--- src/rtl/decode_pipe.sv ---
// Instruction-decode stage: register file with write-back bypass, immediate
// generation and an ID/EX output register with an optional load-use interlock.
module decode_pipe #(
    parameter int DATA_W   = 32,
    parameter int NUM_REGS = 32,
    parameter bit HAZ_EN   = 1'b1
) (
    input  logic              Clk,
    input  logic              Reset_n,
    input  logic              In_valid,
    output logic              In_ready,
    input  logic [31:0]       Instr,
    input  logic              RF_B_sel,
    input  logic              RF_WrEn,
    input  logic [4:0]        RF_Awr,
    input  logic [DATA_W-1:0] RF_WrData,
    output logic              Out_valid,
    input  logic              Out_ready,
    output logic [DATA_W-1:0] RF_A,
    output logic [DATA_W-1:0] RF_B,
    output logic [DATA_W-1:0] Immed,
    output logic [4:0]        Awr_out,
    output logic [5:0]        Opcode_out,
    output logic              Is_load
);

    localparam int         AW    = (NUM_REGS > 1) ? $clog2(NUM_REGS) : 1;
    localparam logic [5:0] NREGS = 6'(NUM_REGS);

    logic [DATA_W-1:0] regs [NUM_REGS];

    logic [5:0]        opcode;
    logic [15:0]       imm;
    logic [4:0]        addr_a;
    logic [4:0]        addr_b;
    logic              a_in_range;
    logic              b_in_range;
    logic              wr_fire;
    logic [DATA_W-1:0] rd_a;
    logic [DATA_W-1:0] rd_b;
    logic [DATA_W-1:0] sext;
    logic [DATA_W-1:0] immed_d;
    logic              is_load_d;
    logic              hazard;
    logic              accept;

    assign opcode = Instr[31:26];
    assign imm    = Instr[15:0];
    assign addr_a = Instr[25:21];
    assign addr_b = RF_B_sel ? Instr[20:16] : Instr[15:11];

    // R0 and addresses beyond the implemented file are never stored or read.
    assign a_in_range = (addr_a != 5'd0) && ({1'b0, addr_a} < NREGS);
    assign b_in_range = (addr_b != 5'd0) && ({1'b0, addr_b} < NREGS);
    assign wr_fire    = RF_WrEn && (RF_Awr != 5'd0) && ({1'b0, RF_Awr} < NREGS);

    always_comb begin
        rd_a = '0;
        rd_b = '0;
        if (a_in_range) begin
            if (RF_WrEn && (RF_Awr == addr_a)) rd_a = RF_WrData;
            else                               rd_a = regs[addr_a[AW-1:0]];
        end
        if (b_in_range) begin
            if (RF_WrEn && (RF_Awr == addr_b)) rd_b = RF_WrData;
            else                               rd_b = regs[addr_b[AW-1:0]];
        end
    end

    assign sext = {{(DATA_W-16){imm[15]}}, imm};

    always_comb begin
        immed_d = '0;
        case (opcode)
            6'b111000, 6'b110000, 6'b000011,
            6'b000111, 6'b001111, 6'b011111: immed_d = sext;
            6'b110010, 6'b110011:            immed_d = DATA_W'(imm);
            6'b111111, 6'b000000, 6'b000001: immed_d = sext << 2;
            6'b111001:                       immed_d = DATA_W'({imm, 16'h0000});
            default:                         immed_d = '0;
        endcase
    end

    assign is_load_d = (opcode == 6'b000011) || (opcode == 6'b001111);

    // Handshake: an instruction transfers on an edge where In_valid && In_ready;
    // the output transfers where Out_valid && Out_ready. In_ready is withheld
    // while a registered load writes a register the offered instruction reads.
    always_comb begin
        hazard = 1'b0;
        if (HAZ_EN) begin
            hazard = Out_valid && Is_load && (Awr_out != 5'd0) &&
                     ((Awr_out == addr_a) || (Awr_out == addr_b));
        end
        In_ready = !Reset_n || (!hazard && (!Out_valid || Out_ready));
    end

    assign accept = In_valid && In_ready;

    always_ff @(posedge Clk) begin
        if (!Reset_n) begin
            for (int i = 0; i < NUM_REGS; i++) regs[i] <= '0;
        end else if (wr_fire) begin
            regs[RF_Awr[AW-1:0]] <= RF_WrData;
        end
    end

    always_ff @(posedge Clk) begin
        if (!Reset_n) begin
            Out_valid  <= 1'b0;
            RF_A       <= '0;
            RF_B       <= '0;
            Immed      <= '0;
            Awr_out    <= '0;
            Opcode_out <= '0;
            Is_load    <= 1'b0;
        end else if (accept) begin
            Out_valid  <= 1'b1;
            RF_A       <= rd_a;
            RF_B       <= rd_b;
            Immed      <= immed_d;
            Awr_out    <= Instr[20:16];
            Opcode_out <= opcode;
            Is_load    <= is_load_d;
        end else if (Out_ready) begin
            Out_valid  <= 1'b0;
        end
    end

endmodule

--- config.mk ---
export PLATFORM = sky130hd
export DESIGN_NAME = decode_pipe
export DESIGN_NICKNAME = d
export VERILOG_FILES = /design/src/rtl/decode_pipe.sv
export SDC_FILE = /design/constraint.sdc
export NUM_CORES = 2
export LEC_CHECK = 0
export ABC_AREA = 1
export CAP_MARGIN = 10
export CORE_ASPECT_RATIO = 0.7
export CORE_MARGIN = 3
export CORE_UTILIZATION = 50
export DETAILED_ROUTE_END_ITERATION = 8
export PLACE_DENSITY = 0.64
export SYNTH_ARGS = -nofsm -noshare
export SYNTH_HDL_FRONTEND = slang
export SYNTH_SLANG_ARGS = --single-unit
--- constraint.sdc ---
create_clock -name Clk -period 3.39 [get_ports Clk]
set_input_delay 0.339 -clock Clk [delete_from_list [all_inputs] [get_ports Clk]]
set_output_delay 0.339 -clock Clk [all_outputs]
set_load 0.05 [all_outputs]
==> flow_metrics.tcl <==
set metrics [dict create \
    place_congestion 1.00 \
    slew-limit-headroom_pct 37.1 \
    pwr-share-clk_pct 36.5 \
    groute.layer.met1.usage_pct 56.1 \
    grt_usage_pct 41.0 \
    critPathRequiredTime_ns 3.05 \
    ctsResizeCount 0 \
    syn_area_um2 60900 \
    holdBufCountCts 0 \
    synthCells 7419 \
    ys.flop_type "edfxtp_1" \
    cp_num_cells 1 \
    layout_common_cells "nor2_1 (1,843), nand3_1 (1,101), edfxtp_1 (1,024), nand2_1 (1,015), o21ai_0 (522)" \
    die_h_um 298 \
    grt_pass1_vias 55100 \
    drive_gt1_share_pct 8.45 \
    grt_pass1_wl_um 381000 \
    synth_area_per_cell_um2 8.21 \
    die_area_um2 126000 \
    grtUsageMet2_pct 56.5 \
    status "complete, no violations" \
    p_leak_nw 27.1 \
    finalHoldViolCount 0 \
    ios 185 \
    rows 106 \
    holdCritPathClass "in -> reg" \
    wl_um 267000 \
    placed_area_um2 66700 \
    final_util_pct 58.7 \
    vias 59500 \
    finalCritPeriodShare_pct 76.9 \
    busiest_layer "met2" \
    dr.pass1.iters 8 \
    swShare_pct 30.3 \
    synth-seq-area-share_pct 54.1 \
    fin_tns_setup_ns 0 \
    cts_tree "built" \
    critical_path.max_fanout 2 \
    crit_path_end_kind "primary output" \
    path_buf_inv 1 \
    tightest_slew_ns 0.942 \
    powerDensity_nw_per_um2 510 \
    antenna_found_initial 7 \
    fmax_mhz 383 \
    cts_htree_levels 3 \
    critPathLaunchType "flip-flop" \
    ys_ff_latch 1133 \
    r2r_cells 10 \
    async_flop_share_pct 0 \
    grt_max_degree 94 \
    final_common_cell "nor2_1" \
    clock_sinks 1133 \
    cts_setup_buffers 0 \
    arrival_ns 2.27 \
    skew_ns 0.0312 \
    wl_per_cell_um 29.1 \
    layout_min_cycle_time_ns 2.61 \
    hold_depth 4 \
    slew_viol_final 0 \
    crit_family "buffers and inverters" \
    vdd_drop_max_v 0.000397 \
    crit_type "reg -> out" \
    remaining_drc_errors 0 \
    antenna_left 0 \
    hpwl_um 164000 \
    yosysWarnings 0 \
    numCtsBuffers 115 \
    fin_nets 7516 \
    core-area_um2 120000 \
    clock_latency_ns 0.77 \
    port_buffers 184 \
    crit_chain "clkdlybuf4s50_1" \
    start_util_pct 50.7 \
    rsz0062_at_grt "false" \
    die_w_um 423 \
    p_sw_mw 10.9 \
    final_area_um2 70500 \
    viasPerCell 6.49 \
    internal_power_mw 25.0 \
    seqPwrFrac_pct 45.8 \
    maxCapViolations 0 \
    comb_power_share_pct 17.7 \
    grt.overflow.total 0 \
    use_met3_pct 15.4 \
    total_power_mw 35.9 \
    cts.clk_slew.worst_paths_ns 0.06 \
    drt-initial-drc-count 11700 \
    max_stage_delay_ns 0.93 \
    clk_path_buf_depth 3 \
    crit_path_top_delay_cell "clkdlybuf4s50_1" \
    synth_edf_count 1024 \
    root_buffer "clkbuf_16" \
    setup_viol 0 \
    synth.distinct_cells 31 \
    syn2layout_area_growth_pct 15.7 \
]
[power by group through the flow]
| stage | logic (mW) | registers, mW | clock network (mW) |
|---|---|---|---|
| floorplan | 3.06 | 16.9 | 0 |
| global placement | 6.03 | 16.7 | 0 |
| detailed placement | 6.06 | 16.7 | 0 |
| CTS | 6.08 | 16.4 | 13.1 |
| global route | 6.62 | 16.5 | 13.6 |
| finish | 6.37 | 16.4 | 13.1 |
[stage by stage]
stage,worst slack (ns),cells,hold WS [ns]
after floorplan,0.716,7450,0.485
after global placement,0.280,8944,0.452
after detailed placement,0.296,8944,0.454
after CTS,0.736,9162,0.163
after global routing,0.719,9162,0.213
final,0.782,9167,0.223
[cell families after synthesis]
family,count (synthesis),share of synthesized area (%)
DFF,1133,54.1
buffers and inverters,1058,7.11
xor gates and xnor gates,6,0.0863
and+or+nand+nor,4107,27.9
AOI/OAI and AO/OA,1114,10.8
other,1,0.00616
[worst paths after layout]
path	startpoint	to	slack, ns
worst max register to register	regs[10][5]$_SDFFCE_PN0P_	RF_A[5]$_SDFFE_PN0P_	1.15
worst min register to register	Immed[12]$_SDFFE_PN0P_	Immed[12]$_SDFFE_PN0P_	0.47
worst min-delay path	Reset_n	Opcode_out[4]$_SDFFE_PN0P_	0.22
worst max-delay path	RF_B[2]$_SDFFE_PN0P_	RF_B[2]	0.78
[layer usage]
metal  part of all wire, %  vias up
met3                    17     1026
met1                    36    27800
met2                    40     5408
met4                   6.0       16
li1                      -    25300
met5                 0.083        -
[sequential cells by signal (all words and copies together) (netlist names)]
register    flops
Opcode_out      6
RF_A           32
RF_B           32
Is_load         1
Out_valid       1
regs         1024
Awr_out         5
Immed          32
[layout make-up]
type                    instances  area (um2)
fillers                     10700       49700
flip-flops and latches       1133       32900
multi-input cells            5259       24000
repair buffers                563        6340
clock buffers                 147        3100
well taps                    1620        2030
inverters                     369        1420
clock inverters                71         638
diodes                          5        12.5
[cell usage after synthesis, types with 4 or more instances]
cell / n / area share [%]
nand4_1: 58 / 0.60
buf_1: 58 / 0.36
a21oi_1: 170 / 1.4
nand2_1: 1071 / 6.6
xor2_1: 4 / 0.058
nand2_2: 9 / 0.092
buf_2: 187 / 1.5
buf_4: 12 / 0.15
clkbuf_1: 422 / 2.6
inv_1: 364 / 2.2
nor3_1: 14 / 0.12
o22ai_1: 19 / 0.20
o21ai_1: 10 / 0.082
nor2_1: 1846 / 11
o21ai_0: 523 / 4.3
o211ai_1: 388 / 4.8
buf_6: 10 / 0.18
edfxtp_1: 1024 / 50
dfxtp_1: 109 / 3.6
inv_2: 4 / 0.025
nand3_1: 1104 / 9.1
Note: power is estimated with default switching activity, not from simulation.
